File: src/rtl/stdp_pkg.sv
// Shared constants, FSM state type and saturating weight arithmetic for the STDP scheduler.
// Latency: n/a (package only).
// Backpressure: n/a (package only).
package stdp_pkg;

    localparam int N_PRE  = 4;
    localparam int W_BITS = 4;
    localparam int T_BITS = 8;
    localparam int WINDOW = 16;
    localparam int W_INIT = 8;
    localparam int IDX_W  = $clog2(N_PRE);

    typedef enum logic {
        IDLE  = 1'b0,
        APPLY = 1'b1
    } state_t;

    // Potentiate or depress one weight by delta, clamping at full scale and zero.
    function automatic logic [W_BITS-1:0] sat_add_sub(
        input logic [W_BITS-1:0] w,
        input logic [W_BITS:0]   delta,
        input logic              ltp
    );
        logic [W_BITS:0]   wide;
        logic [W_BITS-1:0] res;
        wide = '0;
        if (ltp) begin
            wide = {1'b0, w} + delta;
            res  = wide[W_BITS] ? '1 : wide[W_BITS-1:0];
        end else begin
            wide = {1'b0, w} - delta;
            res  = ({1'b0, w} < delta) ? '0 : wide[W_BITS-1:0];
        end
        return res;
    endfunction

endpackage

File: src/rtl/rr_arbiter.sv
// Round-robin pick of the first requesting channel at or above ptr, wrapping upward.
// Latency: purely combinational.
// Backpressure: none; a grant is offered whenever any request is present.
module rr_arbiter
    import stdp_pkg::*;
(
    input  logic [N_PRE-1:0] req,
    input  logic [IDX_W-1:0] ptr,
    output logic [N_PRE-1:0] gnt,
    output logic [IDX_W-1:0] gnt_idx,
    output logic             gnt_vld
);

    logic [IDX_W-1:0] cand;

    // Walk the channels starting at ptr and keep the first one that is requesting.
    always_comb begin
        gnt     = '0;
        gnt_idx = '0;
        gnt_vld = 1'b0;
        cand    = '0;
        for (int k = 0; k < N_PRE; k++) begin
            cand = IDX_W'((int'(ptr) + k) % N_PRE);
            if (!gnt_vld && req[cand]) begin
                gnt_vld   = 1'b1;
                gnt_idx   = cand;
                gnt[cand] = 1'b1;
            end
        end
    end

endmodule

File: src/rtl/stdp_update_scheduler.sv
// Per-synapse STDP scheduler: spike-age timestamps, one pending LTP/LTD per synapse, shared weight writer.
// Latency: spike in cycle k -> grant k+1 -> w_upd in k+2 -> new weight visible in k+3; one update per 2 cycles.
// Backpressure: none on spikes; a channel holds one request, later requests overwrite it until granted.
module stdp_update_scheduler
    import stdp_pkg::*;
(
    input  logic                    clk,
    input  logic                    rst,
    input  logic [N_PRE-1:0]        pre_spike,
    input  logic                    post_spike,
    output logic [N_PRE*W_BITS-1:0] weight,
    output logic                    w_upd,
    output logic [IDX_W-1:0]        w_idx,
    output logic                    busy
);

    localparam logic [T_BITS-1:0] WIN_T  = T_BITS'(WINDOW);
    localparam logic [T_BITS-1:0] HALF_T = T_BITS'(WINDOW / 2);

    logic [T_BITS-1:0] t_pre [N_PRE];
    logic [T_BITS-1:0] t_post;
    logic [N_PRE-1:0]  pend;
    logic [N_PRE-1:0]  ltp;
    logic [T_BITS-1:0] dt [N_PRE];

    logic [N_PRE-1:0]  cap_vld;
    logic [N_PRE-1:0]  cap_ltp;
    logic [T_BITS-1:0] cap_dt [N_PRE];

    state_t            state;
    state_t            state_nxt;
    logic              load_sel;
    logic [IDX_W-1:0]  sel_idx;
    logic              sel_ltp;
    logic [T_BITS-1:0] sel_dt;
    logic [IDX_W-1:0]  rr_ptr;
    logic [W_BITS-1:0] w_q [N_PRE];

    logic [N_PRE-1:0]  gnt;
    logic [IDX_W-1:0]  gnt_idx;
    logic              gnt_vld;
    logic [T_BITS-1:0] gnt_dt;
    logic [W_BITS:0]   delta;

    rr_arbiter u_arb (
        .req     (pend),
        .ptr     (rr_ptr),
        .gnt     (gnt),
        .gnt_idx (gnt_idx),
        .gnt_vld (gnt_vld)
    );

    // Spike ages: clear on own spike, otherwise count up and stick at all ones.
    always_ff @(posedge clk or posedge rst) begin
        if (rst) begin
            t_post <= '1;
            for (int i = 0; i < N_PRE; i++) t_pre[i] <= '1;
        end else begin
            t_post <= post_spike ? '0 : ((&t_post) ? t_post : t_post + T_BITS'(1));
            for (int i = 0; i < N_PRE; i++)
                t_pre[i] <= pre_spike[i] ? '0 : ((&t_pre[i]) ? t_pre[i] : t_pre[i] + T_BITS'(1));
        end
    end

    // Pair each spike with the partner's pre-update age; coincident pre/post cancels.
    always_comb begin
        for (int i = 0; i < N_PRE; i++) begin
            cap_vld[i] = 1'b0;
            cap_ltp[i] = 1'b0;
            cap_dt[i]  = '0;
            if (post_spike && !pre_spike[i] && (t_pre[i] < WIN_T)) begin
                cap_vld[i] = 1'b1;
                cap_ltp[i] = 1'b1;
                cap_dt[i]  = t_pre[i];
            end else if (pre_spike[i] && !post_spike && (t_post < WIN_T)) begin
                cap_vld[i] = 1'b1;
                cap_dt[i]  = t_post;
            end
        end
    end

    // Pending request slots; a fresh capture beats the clear from the write in progress.
    always_ff @(posedge clk or posedge rst) begin
        if (rst) begin
            pend <= '0;
            ltp  <= '0;
            for (int i = 0; i < N_PRE; i++) dt[i] <= '0;
        end else begin
            for (int i = 0; i < N_PRE; i++) begin
                if (cap_vld[i]) begin
                    pend[i] <= 1'b1;
                    ltp[i]  <= cap_ltp[i];
                    dt[i]   <= cap_dt[i];
                end else if (w_upd && (sel_idx == IDX_W'(i))) begin
                    pend[i] <= 1'b0;
                end
            end
        end
    end

    // FSM state register.
    always_ff @(posedge clk or posedge rst) begin
        if (rst) state <= IDLE;
        else     state <= state_nxt;
    end

    // FSM next state and write strobes: grant in IDLE, write in APPLY.
    always_comb begin
        state_nxt = state;
        load_sel  = 1'b0;
        w_upd     = 1'b0;
        w_idx     = '0;
        case (state)
            IDLE: begin
                if (gnt_vld) begin
                    load_sel  = 1'b1;
                    state_nxt = APPLY;
                end
            end
            APPLY: begin
                w_upd     = 1'b1;
                w_idx     = sel_idx;
                state_nxt = IDLE;
            end
            default: state_nxt = IDLE;
        endcase
    end

    // Mux the granted channel's dt through the one-hot grant.
    always_comb begin
        gnt_dt = '0;
        for (int i = 0; i < N_PRE; i++)
            if (gnt[i]) gnt_dt = gnt_dt | dt[i];
    end

    assign delta = (sel_dt < HALF_T) ? (W_BITS+1)'(2) : (W_BITS+1)'(1);

    // Latch the granted request, then write its weight and advance the round-robin pointer.
    always_ff @(posedge clk or posedge rst) begin
        if (rst) begin
            sel_idx <= '0;
            sel_ltp <= 1'b0;
            sel_dt  <= '0;
            rr_ptr  <= '0;
            for (int i = 0; i < N_PRE; i++) w_q[i] <= W_BITS'(W_INIT);
        end else begin
            if (load_sel) begin
                sel_idx <= gnt_idx;
                sel_ltp <= |(gnt & ltp);
                sel_dt  <= gnt_dt;
            end
            if (w_upd) begin
                w_q[sel_idx] <= sat_add_sub(w_q[sel_idx], delta, sel_ltp);
                rr_ptr       <= IDX_W'((int'(sel_idx) + 1) % N_PRE);
            end
        end
    end

    // Pack the weight file onto the output bus.
    always_comb begin
        for (int i = 0; i < N_PRE; i++) weight[i*W_BITS +: W_BITS] = w_q[i];
    end

    assign busy = (state != IDLE) || (|pend);

endmodule

File: config.mk
export PLATFORM = sky130hd
export DESIGN_NAME = stdp_update_scheduler
export DESIGN_NICKNAME = d
export VERILOG_FILES = /design/src/rtl/stdp_pkg.sv /design/src/rtl/rr_arbiter.sv /design/src/rtl/stdp_update_scheduler.sv
export SDC_FILE = /design/constraint.sdc
export NUM_CORES = 1
export LEC_CHECK = 0
export BUFFER_PORTS_ARGS = -buffer_cell sky130_fd_sc_hd__buf_4
export CORE_ASPECT_RATIO = 1.2
export CORE_MARGIN = 10
export CORE_UTILIZATION = 35
export CTS_BUF_LIST = sky130_fd_sc_hd__clkbuf_16
export CTS_CLUSTER_SIZE = 30
export DETAILED_ROUTE_END_ITERATION = 16
export MAX_ROUTING_LAYER = met4
export PLACE_DENSITY = 0.47
export SLEW_MARGIN = 10
export SYNTH_ARGS = -nofsm -noshare
export SYNTH_HDL_FRONTEND = slang
export SYNTH_HIERARCHICAL = 1
export SYNTH_SLANG_ARGS = --single-unit
File: constraint.sdc
create_clock -name clk -period 3.95 [get_ports clk]
set_clock_uncertainty 0.2 [all_clocks]
set_input_delay 0.1975 -clock clk [delete_from_list [all_inputs] [get_ports clk]]
set_output_delay 0.1975 -clock clk [all_outputs]
set_load 0.05 [all_outputs]
### After elaboration in Yosys (flattened, before gate mapping)

Index checks and enable logic that the tools add are counted.

| word-level totals | value |
|---|---|
| register bits after elaboration | 110 |
| bits of input ports | 7 |
| output and inout port bits | 20 |
| logic and storage cells | 206 |

| operators by class | value |
|---|---|
| add/sub/neg operators | 11 |
| order comparisons | 17 |
| eq/ne operators | 8 |
| mux-type cells | 86 |
| bitwise logic cells | 9 |
| reductions and logical operators | 49 |

Operators with widths:

| kind | number |
|---|---|
| $mux 8 | 22 |
| $mux 4 | 11 |
| $add 8x1->8 const B | 5 |
| $lt 8x5->1 const B | 5 |
| $reduce_and 8->1 | 5 |
| $mux 1 | 35 |
| $logic_and 1x1->1 | 28 |
| $or 8x8->8 | 3 |
| $bwmux 16 | 1 |
| $lt 2x3->1 const B | 4 |
| $mux 2 | 6 |
| $or 4x4->4 | 3 |
| $ne 2x2->1 const B | 5 |
| $bmux 1 s2 | 4 |
| $bmux 4 s2 | 1 |
| $demux 1 s2 | 4 |
| $demux 4 s2 | 1 |
| $ge 2x1->1 const B | 4 |
| $logic_not 1->1 | 8 |
| $lt 8x4->1 const B | 1 |
| $reduce_bool 2->1 | 4 |
| $reduce_or 4->1 | 2 |
| $add 4x2->5 | 1 |
| $add 2x1->2 const B | 2 |
| other kinds (13) | 15 |

### Longest topological paths before layout

| logic depth | value |
|---|---|
| depth after elaboration | 19 |
| gate-level depth with buffers | 11 |
| depth with buffers taken out | 9 |

### Modules after synthesis

Netlist, hierarchy kept.

By module, submodules not included:

| module | instances | cells an instance | area each (um2) | seq. area each (um2) |
|---|---|---|---|---|
| stdp_update_scheduler | 1 | 458 | 4,739.5 | 2,432.3 |
| rr_arbiter | 1 | 45 | 419.2 | 0.0 |

### Worst setup path after synthesis

No wires, ideal clock.

| path | value |
|---|---|
| kind | flip-flop to flip-flop |
| start point | register w_q, in the netlist weight[4] |
| end point | register w_q, in the netlist weight[6] |
| library setup time | 0.067 ns |
| arrival time | 2.764 ns |
| required time | 3.683 ns |
| path slack | 0.919 ns |
| stages on the path, launching flop included | 9 |
| buffers on the path | 0 |
| clock period less this slack | 3.031 ns |
| path through | dfrtp_1 > mux4_1 > inv_1 > ha_1 > inv_1 > fa_1 > or4b_2 > o211ai_1 > mux2_2 |

| between the ends | value |
|---|---|
| longest elaborated chain between the ends | 8 |
| elaborated cells between the ends (all ways) | 11 |
| those cells by class | add/sub (2); order compare (1); mux (8) |

Ends and longest elaborated chain:

| what | RTL line | source |
|---|---|---|
| start, declared | stdp_update_scheduler.sv:37 | `logic [W_BITS-1:0] w_q [N_PRE];` |
| start signal, assigned by index | stdp_update_scheduler.sv:153 | `w_q[sel_idx] <= sat_add_sub(w_q[sel_idx], delta, sel_ltp);` |
| $bmux 4 s2 (*) | stdp_update_scheduler.sv:153 |  |
| $mux 4 (implied by the code) (*) (2 in series) | stdp_update_scheduler.sv:153 |  |
| $sub 4x2->4 (tied with other cells) | stdp_pkg.sv:31 | `wide = {1'b0, w} - delta;` |
| $mux 4 (on tied branches) | stdp_pkg.sv:32, stdp_pkg.sv:29 |  |
| $mux 4 (*) | stdp_pkg.sv:27 | `if (ltp) begin` |
| $mux 4 (*) | stdp_update_scheduler.sv:152 | `if (w_upd) begin` |
| $bwmux 16 (*) | stdp_update_scheduler.sv:153 |  |

Every way passes the cells marked *; elsewhere a longest branch is shown, timed or not. The select of a mux whose other input is x is not followed.
A chain may end at the register's enable or synchronous reset.

### Final worst setup path

| path | value |
|---|---|
| start point | register rr_ptr[0] |
| end point | register sel_dt[4] |

| between the ends | value |
|---|---|
| longest elaborated chain between the ends | 19 |
| elaborated cells between the ends (all ways) | 57 |
| those cells by class | add/sub (3); order compare (8); mux (30); bitwise (6); reduce/logical (10) |

Ends and longest elaborated chain:

| what | RTL line | source |
|---|---|---|
| start, declared | stdp_update_scheduler.sv:36 | `logic [IDX_W-1:0] rr_ptr;` |
| start signal, assigned | stdp_update_scheduler.sv:154 | `rr_ptr <= IDX_W'((int'(sel_idx) + 1) % N_PRE);` |
| branches (longest 11 deep; another with $lt 2x3->1) | n/a |  |
| $mux 4 (*) | rr_arbiter.sv:24 | `if (!gnt_vld && req[cand]) begin` |
| net gnt[0] | stdp_update_scheduler.sv:39 | `logic [N_PRE-1:0] gnt;` |
| $mux 8 (*) | stdp_update_scheduler.sv:133 | `if (gnt[i]) gnt_dt = gnt_dt \| dt[i];` |
| $or 8x8->8 | stdp_update_scheduler.sv:133 |  |
| $mux 8 (*) | stdp_update_scheduler.sv:133 |  |
| $or 8x8->8 | stdp_update_scheduler.sv:133 |  |
| $mux 8 (*) | stdp_update_scheduler.sv:133 |  |
| $or 8x8->8 | stdp_update_scheduler.sv:133 |  |
| $mux 8 (*) | stdp_update_scheduler.sv:133 |  |
| end signal, assigned | stdp_update_scheduler.sv:150 | `sel_dt <= gnt_dt;` |
| end, declared | stdp_update_scheduler.sv:35 | `logic [T_BITS-1:0] sel_dt;` |

Mark *: on every way through the listed nets, which the timed path passes. The select of a mux whose other input is x is not followed.

==> summary.md <==
| Metric | Value |
|---|---|
| Post-Syn Nets | 530 |
| Initial antenna violation count | 0 |
| Root Driver | clkbuf_16 |
| Crit path arrival time | 3.36 ns |
| Via Count | 3869 |
| Global-route wire length before repair | 19600 um |
| Non-filler cells in the finished layout | 713 |
| Clock tree buffer depth | 2 |
| Row count | 48 |
| Share of cells above drive strength 1 | 0.203 |
| # setup viols final | 0 |
| CTS tree | done |
| Hold Path Class | reg2reg |
| Leading area contributor after synthesis | dfrtp_1 |
| Mean post-synth cell area | 10.3 um2 |
| Top-level port count | 27 |
| Mux cell area share after synthesis | 0.0757 |
| Nets | 560 |
| WS Path Type | reg2reg |
| Combinational share of power | 0.454 |
| Drt pass-1 iters | 5 |
| Worst setup margin | 0.643 ns |
| Post-synth EDFFs | 0 |
| Storage cell area | 2430 um2 |
| Htree depth | 3 |
| TNS Setup | 0 ns |
| Switching pwr | 1740 uW |
| DRC Markers | 0 |
| Slew margin rel. | 0.477 |
| GRT overflow | 0 |
| Core area | 14400 um2 |
| Reg clk slew, reported paths | 0.07 ns |
| Post-synthesis cell area | 5160 um2 |
| Clk Latency, worst-skew pair | 0.35 ns |
| Post-Synth Simple-Gate Area | 0.214 |
| DIE WIDTH | 131 um |
| Area of the multi-input gates | 2590 um2 |
| Synthesis-to-finish area growth | 13.6% |
| Syn Inst Count | 503 |
| Critical path peak fanout | 13 |
| Final Critical Period | 3.31 ns |
| IR drop worst, VDD | 0.181 mV |
| Hold Worst Slack | 0.283 ns |
| WL per Instance | 16.3 um |
| DP Worst Slack | 0.670 ns |
| Initial Util | 0.358 |
| Placed cell count | 691 |
| Final worst path period share | 0.837 |
| Die area | 20000 um2 |
| Clock power share | 0.208 |
| Final Hold Vio Count | 0 |
| Critical path capture point type | flop |
| Most frequent cell after synthesis | dfrtp_1 |
| Synth top cells by count | dfrtp_1, dfstp_2, nand2_1 |
| GPL Wtd Cong | 0.884 |
| Inserted Diodes | 0 |
| Detail Placement HPWL | 8600 um |
| # fillers | 1393 |
| Max Freq | 302 MHz |
| Sequential share of the synthesized area | 0.472 |
| Max Slew Vio Count | 0 |
| Port-buffer cells | 26 |
| Adder-cell share of the synthesized area | 0.0514 |
| Unrepaired setup endpoints after global routing | false |
| Total track usage | 0.125 |
| Vias per std cell | 5.43 |
| Drt initial violations | 189 |
| Required time of the critical path | 4.01 ns |
| Yosys top cell area share | 0.247 |
| Worst-Margin Slew | 0.778 ns |
| Leak Pwr | 0.00237 uW |
| Asr flop ratio synth | 1.00 |
| Yosys warnings | 6 |
| Routed Antenna Nets | 0 |
| Largest net degree at the start of global routing | 59 |
| Top post-synthesis cells by area | dfrtp_1, dfstp_2, ha_1 |
| Vias in the first global route | 3833 |
| Routed Wire Length | 11600 um |
| Xor/xnor cell area share of the yosys netlist | 0.0136 |
| P_int | 2310 uW |
| Clk sinks | 95 |
| Outcome | complete, no violations |
| MaxCap Viol Count | 0 |
| PwrDens | 691 nW/um2 |
| Seq cells post-synth | 95 |
| Fin util | 0.407 |
| CP Launch Type | flop |
| Yosys cell types | 52 |
| Die Ht | 153 um |
| Synth Area in Compound Gates | 0.147 |
| Largest family of logic cells by synthesized area | simple AND/OR/NAND/NOR gates |
| Switching share of total power | 0.430 |
| Dominant synthesized flop cell | dfrtp_1 |
| Num CTS Buffers | 9 |
| Seq pwr share | 0.338 |
path summary, 6_finish.rpt:
path / to / slack [ns] / start / cells after the start
min in group asynchronous: weight[13] / 0.34 / rst / 3
max in group asynchronous: t_pre[24] / 2.39 / rst / 4
worst min-delay path: weight[7] / 0.28 / weight[7] / 2
worst min register to register: weight[7] / 0.28 / weight[7] / 2
worst max register to register: sel_dt[4] / 0.64 / rr_ptr[0] / 9
worst max-delay path: sel_dt[4] / 0.64 / rr_ptr[0] / 9
repair_timing:
action	4_1_cts	5_1_grt
hold buffers	6	0
endpoints found under the hold margin	65	0
setup buffers	0	0
setup endpoints to repair	0	0
gates resized for setup	0	0
routing by layer:
| metal | up-vias | part of all wire | global-route usage |
|---|---|---|---|
| li1 | 1912 | - | - |
| met1 | 1881 | 0.45 | 0.148 |
| met2 | 58 | 0.50 | 0.200 |
| met3 | 18 | 0.028 | 0.0190 |
| met4 | 0 | 0.025 | 0.0621 |
| met5 | - | 0 | - |
layout by cell type, fill, tap and decap left out, types with 7 or more instances in the layout:
cell / instances
a31oi_1: 12
a21oi_1: 13
o21ai_0: 32
nor2_1: 41
nand2_1: 42
clkbuf_16: 10
a21o_1: 8
a22oi_1: 9
a211oi_1: 8
nor2b_1: 7
inv_1: 16
nand3_1: 19
and2_1: 24
nor3_1: 30
buf_4: 29
mux2_2: 9
dfrtp_1: 51
mux2i_1: 9
dfstp_2: 44
ha_1: 18
nand2b_1: 12
layout make-up:
type / count / share of cell area
well taps: 175 / 0.0374
clock buffers: 10 / 0.0427
repair buffers: 35 / 0.0474
clock inverters: 6 / 0.00598
flip-flops and latches: 95 / 0.415
inverters: 15 / 0.0100
multi-input cells: 377 / 0.442
registers in the layout, indices dropped and copies added (netlist names):
name     cells
dt          20
ltp          4
pend         4
rr_ptr       2
sel_dt       5
sel_idx      2
sel_ltp      1
state        1
t_post       8
t_pre       32
weight      16
cells by family (layout without fill, tap and decap cells):
kind of cell | after synthesis | after routing
AOI/OAI and AO/OA | 114 | 114
adders and majority gates | 20 | 20
muxes | 26 | 26
xor gates and xnor gates | 8 | 8
and+or+nand+nor | 209 | 209
buffers and inverters | 31 | 66
DFF | 95 | 95
through the flow:
step | power [uW] | area [um2]
floorplan | 2750 | 5160
global placement | 3220 | 5520
detailed placement | 3240 | 5520
CTS | 4100 | 5860
global route | 4340 | 5860
finish | 4050 | 5860
worst max-delay path, stage by stage (launching register included):
cell      delay (ns)
dfrtp_1         0.64
inv_1           0.16
ha_1            0.39
mux4_2          0.44
and2b_2         0.31
a22oi_1         0.08
o21ai_0         0.51
a22o_1          0.24
a221oi_1        0.05
o21ai_0         0.20
power by group through the flow:
stage / registers, uW / logic (uW) / clock network, uW
after global placement: 1390 / 1830 / 0
after global routing: 1410 / 2020 / 914
after detailed placement: 1390 / 1850 / 0
after CTS: 1380 / 1860 / 870
final: 1370 / 1840 / 841
after floorplan: 1580 / 1170 / 0
Note: power is estimated with default switching activity, not from simulation.
